--- src/rtl/enclave_op_scheduler.sv ---
// enclave_op_scheduler: two-port round-robin command queue feeding the shared
// crypto controller, with a settle cycle after configure and a run watchdog.
module enclave_op_scheduler #(
    parameter int ADDR_WIDTH      = 10,
    parameter int QUEUE_DEPTH     = 4,
    parameter int QUEUE_PTR_WIDTH = 2,
    parameter int TIMEOUT_CYCLES  = 255,
    parameter int TIMER_WIDTH     = 8
) (
    input  logic                        clk,
    input  logic                        rst_n,
    input  logic                        req0_valid,
    input  logic [2+3*ADDR_WIDTH-1:0]   req0_cmd,
    output logic                        req0_ready,
    input  logic                        req1_valid,
    input  logic [2+3*ADDR_WIDTH-1:0]   req1_cmd,
    output logic                        req1_ready,
    output logic                        ctrl_config_en,
    output logic [1:0]                  ctrl_opcode,
    output logic [ADDR_WIDTH-1:0]       ctrl_op1_base_addr,
    output logic [ADDR_WIDTH-1:0]       ctrl_op2_base_addr,
    output logic [ADDR_WIDTH-1:0]       ctrl_out_base_addr,
    input  logic                        ctrl_done,
    output logic                        cmd_done,
    output logic                        cmd_done_src,
    output logic                        timeout_err,
    input  logic                        clear_err,
    output logic                        busy,
    output logic [QUEUE_PTR_WIDTH:0]    queue_count
);
    localparam int CMD_W = 2 + 3 * ADDR_WIDTH;

    typedef enum logic [1:0] {IDLE, CONFIG, SETTLE, RUN} state_t;

    state_t                     state;
    logic [CMD_W-1:0]           q_cmd [QUEUE_DEPTH];
    logic                       q_src [QUEUE_DEPTH];
    logic [QUEUE_PTR_WIDTH-1:0] wr_ptr;
    logic [QUEUE_PTR_WIDTH-1:0] rd_ptr;
    logic [QUEUE_PTR_WIDTH:0]   count;
    logic                       last_grant;
    logic                       src_q;
    logic [TIMER_WIDTH-1:0]     wdog;
    logic                       full;
    logic                       grant0;
    logic                       grant1;
    logic                       push;
    logic                       pop;

    // Ready is gated by rst_n so every output reads 0 while reset is held.
    assign full   = count == (QUEUE_PTR_WIDTH+1)'(QUEUE_DEPTH);
    assign grant0 = rst_n && !full && req0_valid && (!req1_valid || last_grant);
    assign grant1 = rst_n && !full && req1_valid && (!req0_valid || !last_grant);
    assign push   = grant0 | grant1;
    assign pop    = state == CONFIG;

    assign req0_ready   = grant0;
    assign req1_ready   = grant1;
    assign cmd_done     = (state == RUN) && ctrl_done;
    assign cmd_done_src = src_q;
    assign busy         = (state != IDLE) || (count != '0);
    assign queue_count  = count;

    always_ff @(posedge clk) begin
        if (push) begin
            q_cmd[wr_ptr] <= grant1 ? req1_cmd : req0_cmd;
            q_src[wr_ptr] <= grant1;
        end
    end

    always_ff @(posedge clk or negedge rst_n) begin
        if (!rst_n) begin
            wr_ptr     <= '0;
            rd_ptr     <= '0;
            count      <= '0;
            last_grant <= 1'b1;
        end else begin
            if (push) begin
                wr_ptr     <= wr_ptr + 1'b1;
                last_grant <= grant1;
            end
            if (pop) begin
                rd_ptr <= rd_ptr + 1'b1;
            end
            case ({push, pop})
                2'b10:   count <= count + 1'b1;
                2'b01:   count <= count - 1'b1;
                default: count <= count;
            endcase
        end
    end

    // Head fields are loaded on the IDLE->CONFIG edge so they are valid
    // together with the configure pulse and held until the next one.
    always_ff @(posedge clk or negedge rst_n) begin
        if (!rst_n) begin
            state              <= IDLE;
            ctrl_config_en     <= 1'b0;
            ctrl_opcode        <= '0;
            ctrl_op1_base_addr <= '0;
            ctrl_op2_base_addr <= '0;
            ctrl_out_base_addr <= '0;
            src_q              <= 1'b0;
            wdog               <= '0;
            timeout_err        <= 1'b0;
        end else begin
            ctrl_config_en <= 1'b0;
            if (clear_err) begin
                timeout_err <= 1'b0;
            end
            unique case (state)
                IDLE: begin
                    if (count != '0) begin
                        state          <= CONFIG;
                        ctrl_config_en <= 1'b1;
                        {ctrl_opcode, ctrl_op1_base_addr,
                         ctrl_op2_base_addr, ctrl_out_base_addr} <= q_cmd[rd_ptr];
                        src_q          <= q_src[rd_ptr];
                    end
                end
                CONFIG: begin
                    state <= SETTLE;
                end
                SETTLE: begin
                    wdog  <= '0;
                    state <= RUN;
                end
                RUN: begin
                    wdog <= wdog + 1'b1;
                    if (ctrl_done) begin
                        state <= IDLE;
                    end else if (wdog == TIMER_WIDTH'(TIMEOUT_CYCLES - 1)) begin
                        state       <= IDLE;
                        timeout_err <= 1'b1;
                    end
                end
            endcase
        end
    end
endmodule

--- config.mk ---
export PLATFORM = sky130hd
export DESIGN_NAME = enclave_op_scheduler
export DESIGN_NICKNAME = d
export VERILOG_FILES = /design/src/rtl/enclave_op_scheduler.sv
export SDC_FILE = /design/constraint.sdc
export NUM_CORES = 1
export LEC_CHECK = 0
export CAP_MARGIN = 25
export CORE_AREA = 4 4 129 131
export DETAILED_ROUTE_END_ITERATION = 7
export DIE_AREA = 0 0 133 135
export HOLD_SLACK_MARGIN = 0.12
export PLACE_DENSITY = 0.73
export SLEW_MARGIN = 20
export SYNTH_ARGS = -nofsm -noshare
export SYNTH_HDL_FRONTEND = slang
export SYNTH_SLANG_ARGS = --single-unit
--- constraint.sdc ---
create_clock -name clk -period 4.1 [get_ports clk]
set_clock_uncertainty 0.2 [all_clocks]
set_input_delay 0.82 -clock clk [delete_from_list [all_inputs] [get_ports clk]]
set_output_delay 0.82 -clock clk [all_outputs]
set_load 0.005 [all_outputs]
-- Yosys cells after proc, flatten, opt, wreduce, memory -nomap -nowiden
Memories as Yosys holds them, arrays and structs flattened. A register that Yosys moved wholly into a read port is not among the register bits.
Cells that the tools add are included.
Widths: inputs -> output; s select.
- flip-flop bits (word level): 20
- latch bits: 0
- memory bits (writable): 132
- memory bits (read-only): 0
- input bits: 70
- output and inout port bits: 42
- logic and storage cells: 62
- memories: 2
- add/subtract/negate cells: 5
- $mul: 0
- divide/modulo/power cells: 0
- magnitude comparators: 0
- equality and inequality tests: 9
- shift operators: 0
- mux-type cells: 15
- bitwise operators: 1
- reduce and logical (&&, ||, !) cells: 22
- memories (name ; depth ; bits a word ; read ports ; clocked after Yosys merged registers in ; wr ports ; line ; source):
    q_cmd ; 4 ; 32 ; 1 ; 1 ; 1 ; 36 ; logic [CMD_W-1:0] q_cmd [QUEUE_DEPTH];
    q_src ; 4 ; 1 ; 1 ; 1 ; 1 ; 37 ; logic q_src [QUEUE_DEPTH];
- operator list (kind ; number):
    $mux 32 ; 1
    $pmux 8 s2 ; 1
    $add 8x1->8 const B ; 1
    $eq 8x8->1 const B ; 1
    $mux 1 ; 8
    $pmux 2 s4 ; 1
    $eq 2x2->1 const B ; 3
    $logic_and 1x1->1 ; 6
    $logic_not 1->1 ; 6
    $mux 2 ; 3
    $pmux 3 s2 ; 1
    $reduce_bool 2->1 ; 3
    $add 2x1->2 const B ; 2
    $eq 2x1->1 const B ; 2
    $reduce_and 2->1 ; 2
    $add 3x1->3 const B ; 1
    $eq 3x3->1 const B ; 1
    $logic_or 1x1->1 ; 3
    $ne 3x2->1 const B ; 1
    $reduce_bool 3->1 ; 1
    $sub 3x1->3 const B ; 1
    $logic_not 2->1 ; 1
    $ne 2x2->1 const B ; 1
    $or 1x1->1 ; 1

-- Logic depth before layout (Yosys ltp)
- depth in word-level cells: 8
- depth in mapped cells: 10
- gate-level depth less buffers: 9

-- Worst setup path before layout
No wires, ideal clock.
- kind: input -> register
- from: input port req0_valid
- to: memory q_cmd[0][0] (netlist bit), enable pin
- setup time: 0.393 ns
- arrival time: 1.917 ns
- required time: 3.507 ns
- setup slack: 1.590 ns
- stages on the path: 2
- path buffers: 0
- cells stage by stage: o211a_1 -> and2_1
- word-level cells in the longest chain between the ends: 6
- elaborated cells on any way between the ends: 8
- classes of those cells: mux (2); bitwise (1); reduce/logical (5)
- ends and longest elaborated chain (element ; line ; source):
    from (decl) ; 12 ; input logic req0_valid,
    $logic_not 1->1 ; 53 ; assign grant1 = rst_n && !full && req1_valid && (!req0_valid || !last_grant);
    $logic_or 1x1->1 ; 53 ;
    $logic_and 1x1->1 ; 53 ;
    $or 1x1->1 (*) ; 54 ; assign push = grant0 | grant1;
    $mux 1 (*) ; 65 ; if (push) begin
    $mux 1 (*) ; 66 ; q_cmd[wr_ptr] <= grant1 ? req1_cmd : req0_cmd;
    to (decl) ; 36 ;
Every way passes the cells marked *; elsewhere a longest branch is shown, timed or not.

-- Final worst setup path
- from: input port rst_n
- to: output port req1_ready
- word-level cells in the longest chain between the ends: 3
- ends and longest elaborated chain (element ; line ; source):
    from (decl) ; 11 ; input logic rst_n,
    $logic_and 1x1->1 (3 in series) ; 53 ;
    to (decl) ; 17 ; output logic req1_ready,
Every way passes these cells.

==> results by group <==
Outcome
  • Status: finished, final reports clean

Power
  • Worst VDD drop: 341 uV
  • Leakage power: 3.42 nW
  • PD cells: 681 nW/um2

Drt
  • First-pass DRT Iterations: 4
  • First DRT Iteration DRCs: 253
  • DRC Markers: 0
  • WL final: 14.1 mm
  • Vias per cell: 5.24
  • Routed Antenna Nets: 0
  • Vias: 3944
  • Per-cell routed wire length: 18.7 um

Floorplanning
  • # rows: 46
  • Chip width: 133 um
  • Core ar.: 15600 um2
  • Initial core utilization: 48.6%
  • Chip height: 135 um
  • Die area: 18000 um2
  • # IOs: 112

Critical path
  • Startpoint types: primary input
  • Crit. End Element: output port
  • CP required: 3.08 ns
  • R2R depth: 9
  • Reg-to-reg critical path startpoint: queue_count[1]
  • Crit Path Category: in -> out
  • Crit path to: req1_ready
  • CP max FO: 13
  • Worst R2R Setup Slack: 1.51 ns
  • Reg2reg end: queue_count[2]
  • Critical path arrival: 2.45 ns
  • CP Launch Point: rst_n

Layout
  • Area of the multi-input gates: 2130 um2
  • Antenna cells: 0
  • Fraction of layout cells with a size suffix above 1: 28.4%
  • P&R area growth vs syn: 25.9%
  • Filler instances: 1121
  • Layout Cell Area excl Fill: 9550 um2
  • FF+latch area: 5290 um2
  • Final-stage net count: 605

Synth
  • Register bit total from synthesis: 185
  • Post-synth top flop: edfxtp_1
  • Post-synth EDFFs: 132
  • Seq/Total Area, Yosys: 69.8%
  • Mean Syn Cell Area: 19.2 um2
  • Syn Inst Count: 396
  • Post-Synthesis Net Count: 478
  • YS warnings: 0
  • Unique masters post-synth: 44
  • Mapped Area: 7590 um2
  • Asr flop ratio synth: 28.6%

CTS
  • Clock root buffer: clkbuf_16
  • Clock latency on the worst-skew pair: 0.41 ns
  • Clock-pin slew on the worst setup and hold paths: 0.06 ns
  • H-tree levels: 4
  • Post-CTS setup buffers: 0
  • CTS buffer count: 17
  • # clock sinks: 185
  • CTS tree: done
  • Max Root-Sink Buffers: 2

Timing
  • Setup TNS: 0 ns
  • Final hold vios: 0
  • RSZ-0062 raised after global routing: false
  • Final Critical Period: 3.47 ns
  • Slew @ Worst Pin: 0.992 ns
  • Fin Hold WS: 0.282 ns
  • Relative slew slack: 33.9%
  • Final period util: 84.6%
  • Fmax: 0.288 GHz
  • Setup violations, final: 0
  • Slew Viols, Final: 0
  • Fin worst setup slack: 0.632 ns

Job
  • Max-cap viol count: 0

Placed design
  • Port Buf Inserts: 111
  • Final GP Congestion: 0.711
  • Detailed Place HPWL: 9.32 mm
  • Area after DPL: 8950 um2
  • Pre-CTS setup slack: 0.814 ns

GRT
  • Gr ovfl total: 0
  • Initial antenna violation count: 0
  • Number of global-route vias before repair: 4227
  • Largest net degree at the start of global routing: 47
  • Global-route usage over all layers: 16.8%
  • First-pass GRT wire length: 23.0 mm

Min path
  • Type of the most critical hold path: reg -> reg
[report_power, final]
group	switching, mW	internal [mW]
Sequential	0.370	2.53
Combinational	0.757	1.21
Clock	0.661	0.973
Total	1.79	4.71
[kinds of logic (layout without fill, tap and decap cells)]
group | Yosys count | after routing | share of synthesized area [%]
XOR/XNOR | 6 | 6 | 0.693
AND/OR/NAND/NOR | 41 | 41 | 3.08
adder cells (fa/ha/maj) | 12 | 12 | 2.08
AO/OA/AOI/OAI | 18 | 18 | 1.73
flip-flops | 185 | 185 | 69.8
multiplexers | 104 | 104 | 20.3
buffers and inverters | 30 | 170 | 2.34
[routing by layer]
layer	share of wire, %	GRT usage, %	up-vias
li1	-	-	1790
met1	43	22.5	2039
met2	51	27.4	104
met3	5.1	4.36	11
met4	0.83	5.20	0
met5	0	0	-
[worst max-delay path: stages]
cell and delay [ns]:
dlygate4sd3_1 0.58, buf_4 0.23, nand4_4 0.11, inv_1 0.17, clkdlybuf4s50_1 0.54
[what timing repair did]
action,CTS,global route
gates resized for setup,0,0
hold endpoints to repair,6,0
hold buffers,1,0
[flip-flops by register name, summed over array words and instances (netlist names)]
register	count
ctrl_config_en	1
queue_count	3
q_src	4
last_grant	1
ctrl_op2_base_addr	10
q_cmd	128
timeout_err	1
ctrl_out_base_addr	10
state	2
wr_ptr	2
ctrl_opcode	2
ctrl_op1_base_addr	10
wdog	8
rd_ptr	2
cmd_done_src	1
[metrics by stage]
step | utilization, % | total power, mW | cells
CTS | 61.2 | 6.58 | 752
global route | 61.2 | 6.87 | 752
detailed placement | 57.4 | 4.94 | 719
floorplan | - | 4.11 | 396
finish | 61.2 | 6.50 | 752
global placement | 57.4 | 4.85 | 719
[how the worst min path moves through the flow]
stage,from,endpoint,cells past startpoint
after floorplan,wdog[7],wdog[7],1
after global placement,wdog[7],wdog[7],1
after detailed placement,wdog[7],wdog[7],1
after CTS,wdog[7],wdog[7],1
after global routing,wdog[7],wdog[7],1
final,wdog[7],wdog[7],1
[synth_stat cells, types with 2 or more instances]
cell type / n / area share [%]
a21oi_1: 3 / 0.20
and2_1: 5 / 0.41
buf_1: 2 / 0.099
buf_4: 6 / 0.59
buf_6: 4 / 0.59
clkbuf_1: 2 / 0.099
dfrtp_1: 52 / 17
edfxtp_1: 132 / 52
ha_1: 11 / 1.8
inv_1: 14 / 0.69
mux2_2: 66 / 9.8
mux2i_1: 4 / 0.53
mux4_2: 33 / 9.8
nand2_1: 10 / 0.49
nand2b_1: 3 / 0.25
nand3_1: 4 / 0.26
nand4_1: 2 / 0.16
nor2_1: 7 / 0.35
nor2b_1: 2 / 0.16
o211a_1: 2 / 0.26
o21ai_0: 4 / 0.26
or3_1: 2 / 0.16
xnor2_1: 3 / 0.35
xor2_1: 3 / 0.35
[cells in the final DEF, fill, tap and decap left out, drive strengths merged, types with 7 or more instances in the layout]
cell type and instances:
edfxtp 132, clkdlybuf4s50 110, mux2 67, dfrtp 52, mux4 33, clkbuf 20, inv 15, buf 13
ha 11, nand2 10, nor2 7
[area by class of cell]
class / instances / share of cell area [%]
inverter: 14 / 0.550
multi-input combinational: 181 / 22.3
clock buffer: 20 / 4.68
sequential: 185 / 55.4
tap: 216 / 2.83
clock inverter: 12 / 1.56
timing repair buffer: 124 / 12.7
No activity file was read; power rests on OpenSTA's default activity.
